--- config.mk ---
export PLATFORM = sky130hd
export DESIGN_NAME = axi_write_route_scheduler
export DESIGN_NICKNAME = d
export VERILOG_FILES = /design/src/rtl/axi_write_route_scheduler.sv
export SDC_FILE = /design/constraint.sdc
export NUM_CORES = 1
export LEC_CHECK = 0
export CAP_MARGIN = 20
export CORE_ASPECT_RATIO = 0.8
export CORE_MARGIN = 2
export CORE_UTILIZATION = 40
export DETAILED_ROUTE_END_ITERATION = 10
export SYNTH_ARGS = -nofsm -noshare
export SYNTH_HDL_FRONTEND = slang
export SYNTH_SLANG_ARGS = --single-unit
--- constraint.sdc ---
create_clock -name clk -period 7 [get_ports clk]
set_clock_uncertainty 0.15 [all_clocks]
set_input_delay 1.4 -clock clk [delete_from_list [all_inputs] [get_ports clk]]
set_output_delay 1.4 -clock clk [all_outputs]
set_load 0.02 [all_outputs]
--- src/rtl/axi_write_route_scheduler.sv ---
`default_nettype none
// ============================================================================
// Module   : axi_write_route_scheduler
// Brief    : Queues accepted AW handshakes as {master, slave, len} route
//            entries and steers the W channel through the head entry. It
//            counts beats, retires the entry on the final beat and flags
//            WLAST disagreements with AWLEN.
// Revision : 1.0 - initial release
// ============================================================================
module axi_write_route_scheduler #(
  parameter int DEPTH = 4,
  parameter int NSLV  = 6,
  parameter int LEN_W = 4
) (
  input  logic             clk,
  input  logic             rst,
  input  logic             aw_valid,
  output logic             aw_ready,
  input  logic             aw_master,
  input  logic [2:0]       aw_slave,
  input  logic [LEN_W-1:0] aw_len,
  output logic             route_valid,
  output logic             route_master,
  output logic [2:0]       route_slave,
  output logic             route_sink,
  input  logic             w_hs,
  input  logic             w_last,
  output logic [LEN_W-1:0] beat_cnt,
  output logic             burst_done,
  output logic             err,
  input  logic             err_clr
);

  localparam int PTR_W = $clog2(DEPTH);
  localparam int CNT_W = PTR_W + 1;
  localparam int ENT_W = LEN_W + 4;

  // Entry layout: {master, slave[2:0], len[LEN_W-1:0]}
  logic [ENT_W-1:0] mem_q [DEPTH];
  logic [ENT_W-1:0] mem_d [DEPTH];
  logic [PTR_W-1:0] wr_ptr_q, wr_ptr_d;
  logic [PTR_W-1:0] rd_ptr_q, rd_ptr_d;
  logic [CNT_W-1:0] count_q, count_d;
  logic [LEN_W-1:0] beat_cnt_q, beat_cnt_d;
  logic             burst_done_q, burst_done_d;
  logic             err_q, err_d;

  logic             full;
  logic             empty;
  logic             push;
  logic             pop;
  logic             beat;
  logic             final_beat;
  logic             mismatch;
  logic [ENT_W-1:0] head;
  logic [LEN_W-1:0] route_len;

  assign full  = (count_q == CNT_W'(DEPTH));
  assign empty = (count_q == '0);

  // aw_ready looks only at registered occupancy, so a same-cycle retire
  // never opens a slot early.
  assign aw_ready = !full;
  assign push     = aw_valid && !full;

  assign head         = mem_q[rd_ptr_q];
  assign route_valid  = !empty;
  assign route_master = route_valid ? head[ENT_W-1] : 1'b0;
  assign route_slave  = route_valid ? head[LEN_W+2:LEN_W] : 3'd0;
  assign route_len    = route_valid ? head[LEN_W-1:0] : '0;
  // Slave 0 is read-only ROM and indices past NSLV decode to nothing; both
  // are absorbed locally by the W mux.
  assign route_sink   = route_valid &&
                        ((route_slave == 3'd0) || ({29'd0, route_slave} >= 32'(NSLV)));

  // Beats while the queue is empty have no route and are ignored.
  assign beat       = w_hs && route_valid;
  assign final_beat = beat && (beat_cnt_q == route_len);
  assign pop        = final_beat;
  assign mismatch   = beat && (final_beat != w_last);

  assign beat_cnt   = beat_cnt_q;
  assign burst_done = burst_done_q;
  assign err        = err_q;

  // Per-slot write-enable: only the slot under wr_ptr takes the new entry.
  for (genvar i = 0; i < DEPTH; i++) begin : g_entry
    always_comb begin
      mem_d[i] = mem_q[i];
      if (push && (wr_ptr_q == PTR_W'(i))) begin
        mem_d[i] = {aw_master, aw_slave, aw_len};
      end
    end
  end

  // Pointer, occupancy, beat counter and status next-state.
  always_comb begin
    wr_ptr_d     = wr_ptr_q;
    rd_ptr_d     = rd_ptr_q;
    count_d      = count_q;
    beat_cnt_d   = beat_cnt_q;
    burst_done_d = pop;
    err_d        = err_q;

    if (push) begin
      wr_ptr_d = wr_ptr_q + PTR_W'(1);
    end
    if (pop) begin
      rd_ptr_d = rd_ptr_q + PTR_W'(1);
    end

    case ({push, pop})
      2'b10:   count_d = count_q + CNT_W'(1);
      2'b01:   count_d = count_q - CNT_W'(1);
      default: count_d = count_q;
    endcase

    if (final_beat) begin
      beat_cnt_d = '0;
    end else if (beat) begin
      beat_cnt_d = beat_cnt_q + LEN_W'(1);
    end

    // A fresh mismatch beats a simultaneous clear.
    if (mismatch) begin
      err_d = 1'b1;
    end else if (err_clr) begin
      err_d = 1'b0;
    end
  end

  // State registers; reset discards every queued route.
  always_ff @(posedge clk or negedge rst) begin
    if (!rst) begin
      for (int i = 0; i < DEPTH; i++) begin
        mem_q[i] <= '0;
      end
      wr_ptr_q     <= '0;
      rd_ptr_q     <= '0;
      count_q      <= '0;
      beat_cnt_q   <= '0;
      burst_done_q <= 1'b0;
      err_q        <= 1'b0;
    end else begin
      for (int i = 0; i < DEPTH; i++) begin
        mem_q[i] <= mem_d[i];
      end
      wr_ptr_q     <= wr_ptr_d;
      rd_ptr_q     <= rd_ptr_d;
      count_q      <= count_d;
      beat_cnt_q   <= beat_cnt_d;
      burst_done_q <= burst_done_d;
      err_q        <= err_d;
    end
  end

endmodule
`default_nettype wire
### After elaboration in Yosys (flattened, before gate mapping)

Index checks and enable logic that the tools add are counted.

| cells by class | value |
|---|---|
| reductions and logical operators | 18 |
| div/mod/pow operators | 0 |
| order comparisons | 2 |
| multiplexer cells | 11 |
| bitwise operators | 1 |
| add/sub/neg operators | 5 |
| shift operators | 0 |
| multiply operators | 0 |
| equality and inequality tests | 8 |

Operators by type and width:

| kind | number |
|---|---|
| $bmux W8 S2 | 1 |
| $mux W8 | 2 |
| $mux W4 | 3 |
| $logic_and A1 B1 Y1 | 9 |
| $eq A2 B2 Y1 const B | 3 |
| $ge A3 B3 Y1 const B | 2 |
| $logic_not A3 Y1 | 2 |
| $pmux W3 S2 | 1 |
| $reduce_bool A2 Y1 | 3 |
| $add A2 B1 Y2 const B | 2 |
| $add A4 B1 Y4 const B | 1 |
| $eq A2 B1 Y1 const B | 2 |
| $eq A4 B4 Y1 | 1 |
| $add A3 B1 Y3 const B | 1 |
| $eq A3 B3 Y1 const B | 1 |
| $mux W1 | 3 |
| $mux W3 | 1 |
| $not A2 Y3 | 1 |
| $sub A3 B1 Y3 const B | 1 |
| $logic_not A1 Y1 | 2 |
| $logic_not A2 Y1 | 1 |
| $logic_or A1 B1 Y1 | 1 |
| $ne A1 B1 Y1 | 1 |

| word-level totals | value |
|---|---|
| bits in latches | 0 |
| register bits after elaboration | 45 |
| memory bits (writable) | 0 |
| input bits | 14 |
| ROM bits | 0 |
| memories | 0 |
| output and inout port bits | 13 |

### Depth between registers and ports, before layout

| logic depth | value |
|---|---|
| word-level depth | 10 |
| mapped depth | 13 |
| depth with buffers taken out | 12 |

### Worst setup path after synthesis

OpenSTA, ideal clock, no wires.

| timing | value |
|---|---|
| kind | register to output |
| start | reg rd_ptr_q[0] |
| end | out route_sink |
| stages on the path, launching flop included | 5 |
| slack | 3.709 ns |
| data required time | 5.450 ns |
| data arrival time | 1.741 ns |
| path through | dfrtp_1 buf_6 mux4_1 or3_1 a21oi_1 |

| between the ends | value |
|---|---|
| longest elaborated chain between the ends | 8 |
| elaborated cells on any way between the ends | 9 |
| those cells by class | order compare (1); mux (4); bitwise (1); reduce/logical (3) |

RTL lines:

| what | line | RTL |
|---|---|---|
| start: declaration | 42 | `logic [PTR_W-1:0] rd_ptr_q, rd_ptr_d;` |
| start signal: assignment | 149 | `rd_ptr_q <= rd_ptr_d;` |
| $not A2 Y3 (implied by the code) (*) | 66 | `assign head = mem_q[rd_ptr_q];` |
| $bmux W8 S2 (*) | 66 |  |
| $mux W8 (implied by the code) (*) (2 in series) | 66 |  |
| $mux W3 (*) | 69 | `assign route_slave = route_valid ? head[LEN_W+2:LEN_W] : 3'd0;` |
| $ge A3 B3 Y1 or $logic_not A3 Y1 (tied branches) | 74 | `((route_slave == 3'd0) \|\| ({29'd0, route_slave} >= 32'(NSLV)));` |
| $logic_or A1 B1 Y1 (*) | 74 |  |
| $logic_and A1 B1 Y1 (*) | 73 | `assign route_sink = route_valid &&` |
| end: declaration | 25 | `output logic route_sink,` |

Every way passes the cells marked *; elsewhere a longest branch is shown, timed or not. The select of a mux whose other input is x is not followed.

### Final worst setup path

Same ends and word-level chain as after synthesis.

==> qor.txt <==
==================================================================================================
# Post-CTS Setup Buffers                                                                         0
Cell area power density                                                                504 nW/um^2
Number of synthesized flops with an enable pin                                                   0
Hold Path Class                                                                       flip-flop to flip-flop
Period utilisation layout                                                                    0.615
Result of the run                                                                        completed
Drt via density                                                                               5.30
Post-Place Worst Slack                                                                     3.00 ns
Width of the chip                                                                     87.1 microns
Post-Place Cells                                                                               249
All-layer global routing usage                                                               0.151
Synth Cell Area                                                                         2210 sq um
Mapped Cells                                                                                   162
Clock Root Buffer                                                                     sky130_fd_sc_hd__clkbuf_8
Aggregate negative setup slack                                                                0 ns
Hold-fix buffer count after cts                                                                  0
Largest net degree at the start of global routing                                               46
Gpl congestion                                                                               0.711
Synth area leaders                                                                    sky130_fd_sc_hd__dfrtp_1 (51%), sky130_fd_sc_hd__mux2_2 (16%), sky130_fd_sc_hd__mux4_1 (4.8%)
Post-route antenna net violation count                                                           0
Kind of end point of the critical path                                                 output port
Clock tree from TritonCTS                                                                    built
Placement row count                                                                             24
First-pass GRT wire length                                                            7030 microns
Cell type with the highest aggregate area in the netlist                              sky130_fd_sc_hd__dfrtp_1
Number of buffers between clock root and the deepest sink                                        2
Pins Over Slew Limit                                                                             0
Final worst path period need                                                               4.30 ns
Count of TritonRoute iterations in the first routing pass                                        4
Count of placed standard cells in the final layout, fillers left out                           258
Slew Limit Headroom                                                                          0.493
Cells resized by post-CTS repair                                                                 0
Finished Cell Area                                                                      2660 sq um
Worst Setup Slack, final                                                                   2.70 ns
Placed Instance Area                                                                    2510 sq um
Overall routed net length                                                             4180 microns
Setup repair after global routing missed its margin                                          false
Starting DRC count in detailed routing                                                          30
Leakage                                                                                    1.13 nW
Die Ht                                                                                70.5 microns
Remaining DRCs                                                                                   0
Yosys Warn Count                                                                                 0
Clock buffer count from CTS                                                                      5
Type of the setup path with the least slack                                           flip-flop to output port
Most instantiated flip-flop cell in the synthesis netlist                             sky130_fd_sc_hd__dfrtp_1
Worst-margin pin slew                                                                     0.755 ns
Die Area                                                                                6150 sq um
Peak Freq                                                                                  232 MHz
Clock transition time at the flip-flop clock pins of the worst setup and hold paths        0.09 ns
Number of diodes added for antenna fixing                                                        0
Number of unique standard cell types used by synthesis                                          34
Core Util, Final                                                                             0.491
Final setup violation count                                                                      0
Clock latency on the worst-skew pair                                                       0.30 ns
Placeable core region                                                                   5410 sq um
Via count of the routed design                                                                1367
Routed WL per cell                                                                    16.2 microns
Crit-path max FO                                                                                 9
Layout cell share with drive strength beyond 1                                               0.269
Avg Synthesized Cell Area                                                               13.7 sq um
Initial core utilization                                                                     0.409
Final Hold Fails                                                                                 0
Register bit count reported by yosys                                                            45
Critical Path AT                                                                           2.75 ns
Maximum Capacitance Violations                                                                   0
Antenna violations before repair                                                                 0
Net Count, Synth                                                                               183
I/O pin count                                                                                   27
Kind of start point of the critical path                                                 flip-flop
HPWL Detailed                                                                         2930 microns
Post-synthesis to final-layout area growth                                                   20.0%
Quantity of I/O buffers inserted on ports                                                       26
Share of synthesized registers carrying an async set or reset                                 1.00
Count of H-tree levels built during CTS                                                          2
Clock tree sinks                                                                                45
Share of Yosys cell area claimed by the top area cell type                                   0.509
Nets                                                                                           213
Vias in the first global route                                                                1444
Peak supply drop                                                                          0.191 mV
Sequential-to-total area share from yosys stat                                               0.509
GRT Residual Overflow                                                                            0
Required time worst endpoint                                                               5.45 ns
==================================================================================================
[per-stage QoR]
stage | total power, mW | hold WS [ns]
after floorplan | 0.944 | 0.314
after global placement | 1.12 | 0.330
after detailed placement | 1.15 | 0.340
after CTS | 1.36 | 0.360
after global routing | 1.44 | 0.376
final | 1.34 | 0.355
[power breakdown]
group	switching [mW]	internal, mW	total (mW)
registers	0.101	0.392	0.492
logic	0.288	0.352	0.641
clock network	0.0896	0.116	0.206
[critical path, stage by stage, from the launching register on]
cell	delay, ns
sky130_fd_sc_hd__dfrtp_1	0.67
sky130_fd_sc_hd__mux4_1	0.65
sky130_fd_sc_hd__or3_1	0.36
sky130_fd_sc_hd__a21oi_1	0.15
sky130_fd_sc_hd__clkdlybuf4s50_1	0.62
[final cells by class]
cell class / count / area (sq um)
fillers: 477 / 2750
flip-flops and latches: 45 / 1130
multi-input cells: 102 / 1010
repair buffers: 27 / 275
clock buffers: 6 / 82.6
well taps: 65 / 81.3
inverters: 11 / 41.3
clock inverters: 2 / 37.5
[cell usage in the layout, fill, tap and decap left out, types with 2 or more instances in the layout]
| master | count |
|---|---|
| sky130_fd_sc_hd__and2_1 | 5 |
| sky130_fd_sc_hd__nor3_1 | 2 |
| sky130_fd_sc_hd__clkdlybuf4s50_1 | 25 |
| sky130_fd_sc_hd__dfrtp_1 | 45 |
| sky130_fd_sc_hd__xnor2_1 | 5 |
| sky130_fd_sc_hd__clkbuf_8 | 6 |
| sky130_fd_sc_hd__xor2_1 | 4 |
| sky130_fd_sc_hd__ha_1 | 6 |
| sky130_fd_sc_hd__mux4_1 | 4 |
| sky130_fd_sc_hd__mux4_2 | 4 |
| sky130_fd_sc_hd__a21oi_1 | 2 |
| sky130_fd_sc_hd__a22oi_1 | 2 |
| sky130_fd_sc_hd__inv_1 | 11 |
| sky130_fd_sc_hd__mux2_2 | 32 |
| sky130_fd_sc_hd__nor2_1 | 3 |
| sky130_fd_sc_hd__o21ai_0 | 4 |
| sky130_fd_sc_hd__o22ai_1 | 2 |
| sky130_fd_sc_hd__nand3_1 | 3 |
| sky130_fd_sc_hd__nand4_1 | 2 |
| sky130_fd_sc_hd__nand2_1 | 10 |
[cells by family after synthesis]
group                    Yosys count  share of synthesized area
multiplexers                      41                      0.256
buffers and inverters             15                     0.0339
adder cells (fa/ha/maj)            7                     0.0430
XOR/XNOR                           9                     0.0356
AO/OA/AOI/OAI                     14                     0.0441
AND/OR/NAND/NOR                   31                     0.0786
flip-flops                        45                      0.509
[metal layers]
metal | wire length, microns | vias up | part of all wire | GRT usage
met4 | 46 | 0 | 0.011 | 0.0513
met5 | 0 | - | 0 | 0
met1 | 1870 | 697 | 0.45 | 0.187
li1 | - | 639 | - | -
met3 | 165 | 5 | 0.039 | 0.0390
met2 | 2100 | 26 | 0.50 | 0.257
[worst paths after layout]
path / start / end / slack (ns) / cells past startpoint
worst min register to register: mem_q[31] / mem_q[31] / 0.36 / 1
worst max register to register: count_q[0] / count_q[2] / 3.41 / 12
worst min-delay path: mem_q[31] / mem_q[31] / 0.36 / 1
max in group asynchronous: rst / err / 5.52 / 2
min in group asynchronous: rst / burst_done / 0.75 / 1
worst max-delay path: rd_ptr_q[0] / route_sink / 2.70 / 4
[state kept, by name (all words and copies together) (netlist names)]
| name | count |
|---|---|
| burst_done | 1 |
| count_q | 3 |
| rd_ptr_q | 2 |
| mem_q | 32 |
| wr_ptr_q | 2 |
| beat_cnt | 4 |
| err | 1 |
[synth_stat cells (all sizes together) (2+ instances only)]
master	instances
nand4	2
buf	2
ha	6
a21oi	2
and2	5
mux4	8
clkbuf	2
nor3	3
a22oi	2
inv	11
dfrtp	45
nand3	3
mux2	32
xor2	4
nand2	11
nor2	4
xnor2	5
o22ai	2
a22o	2
o21ai	5
No activity file was read; power rests on OpenSTA's default activity.
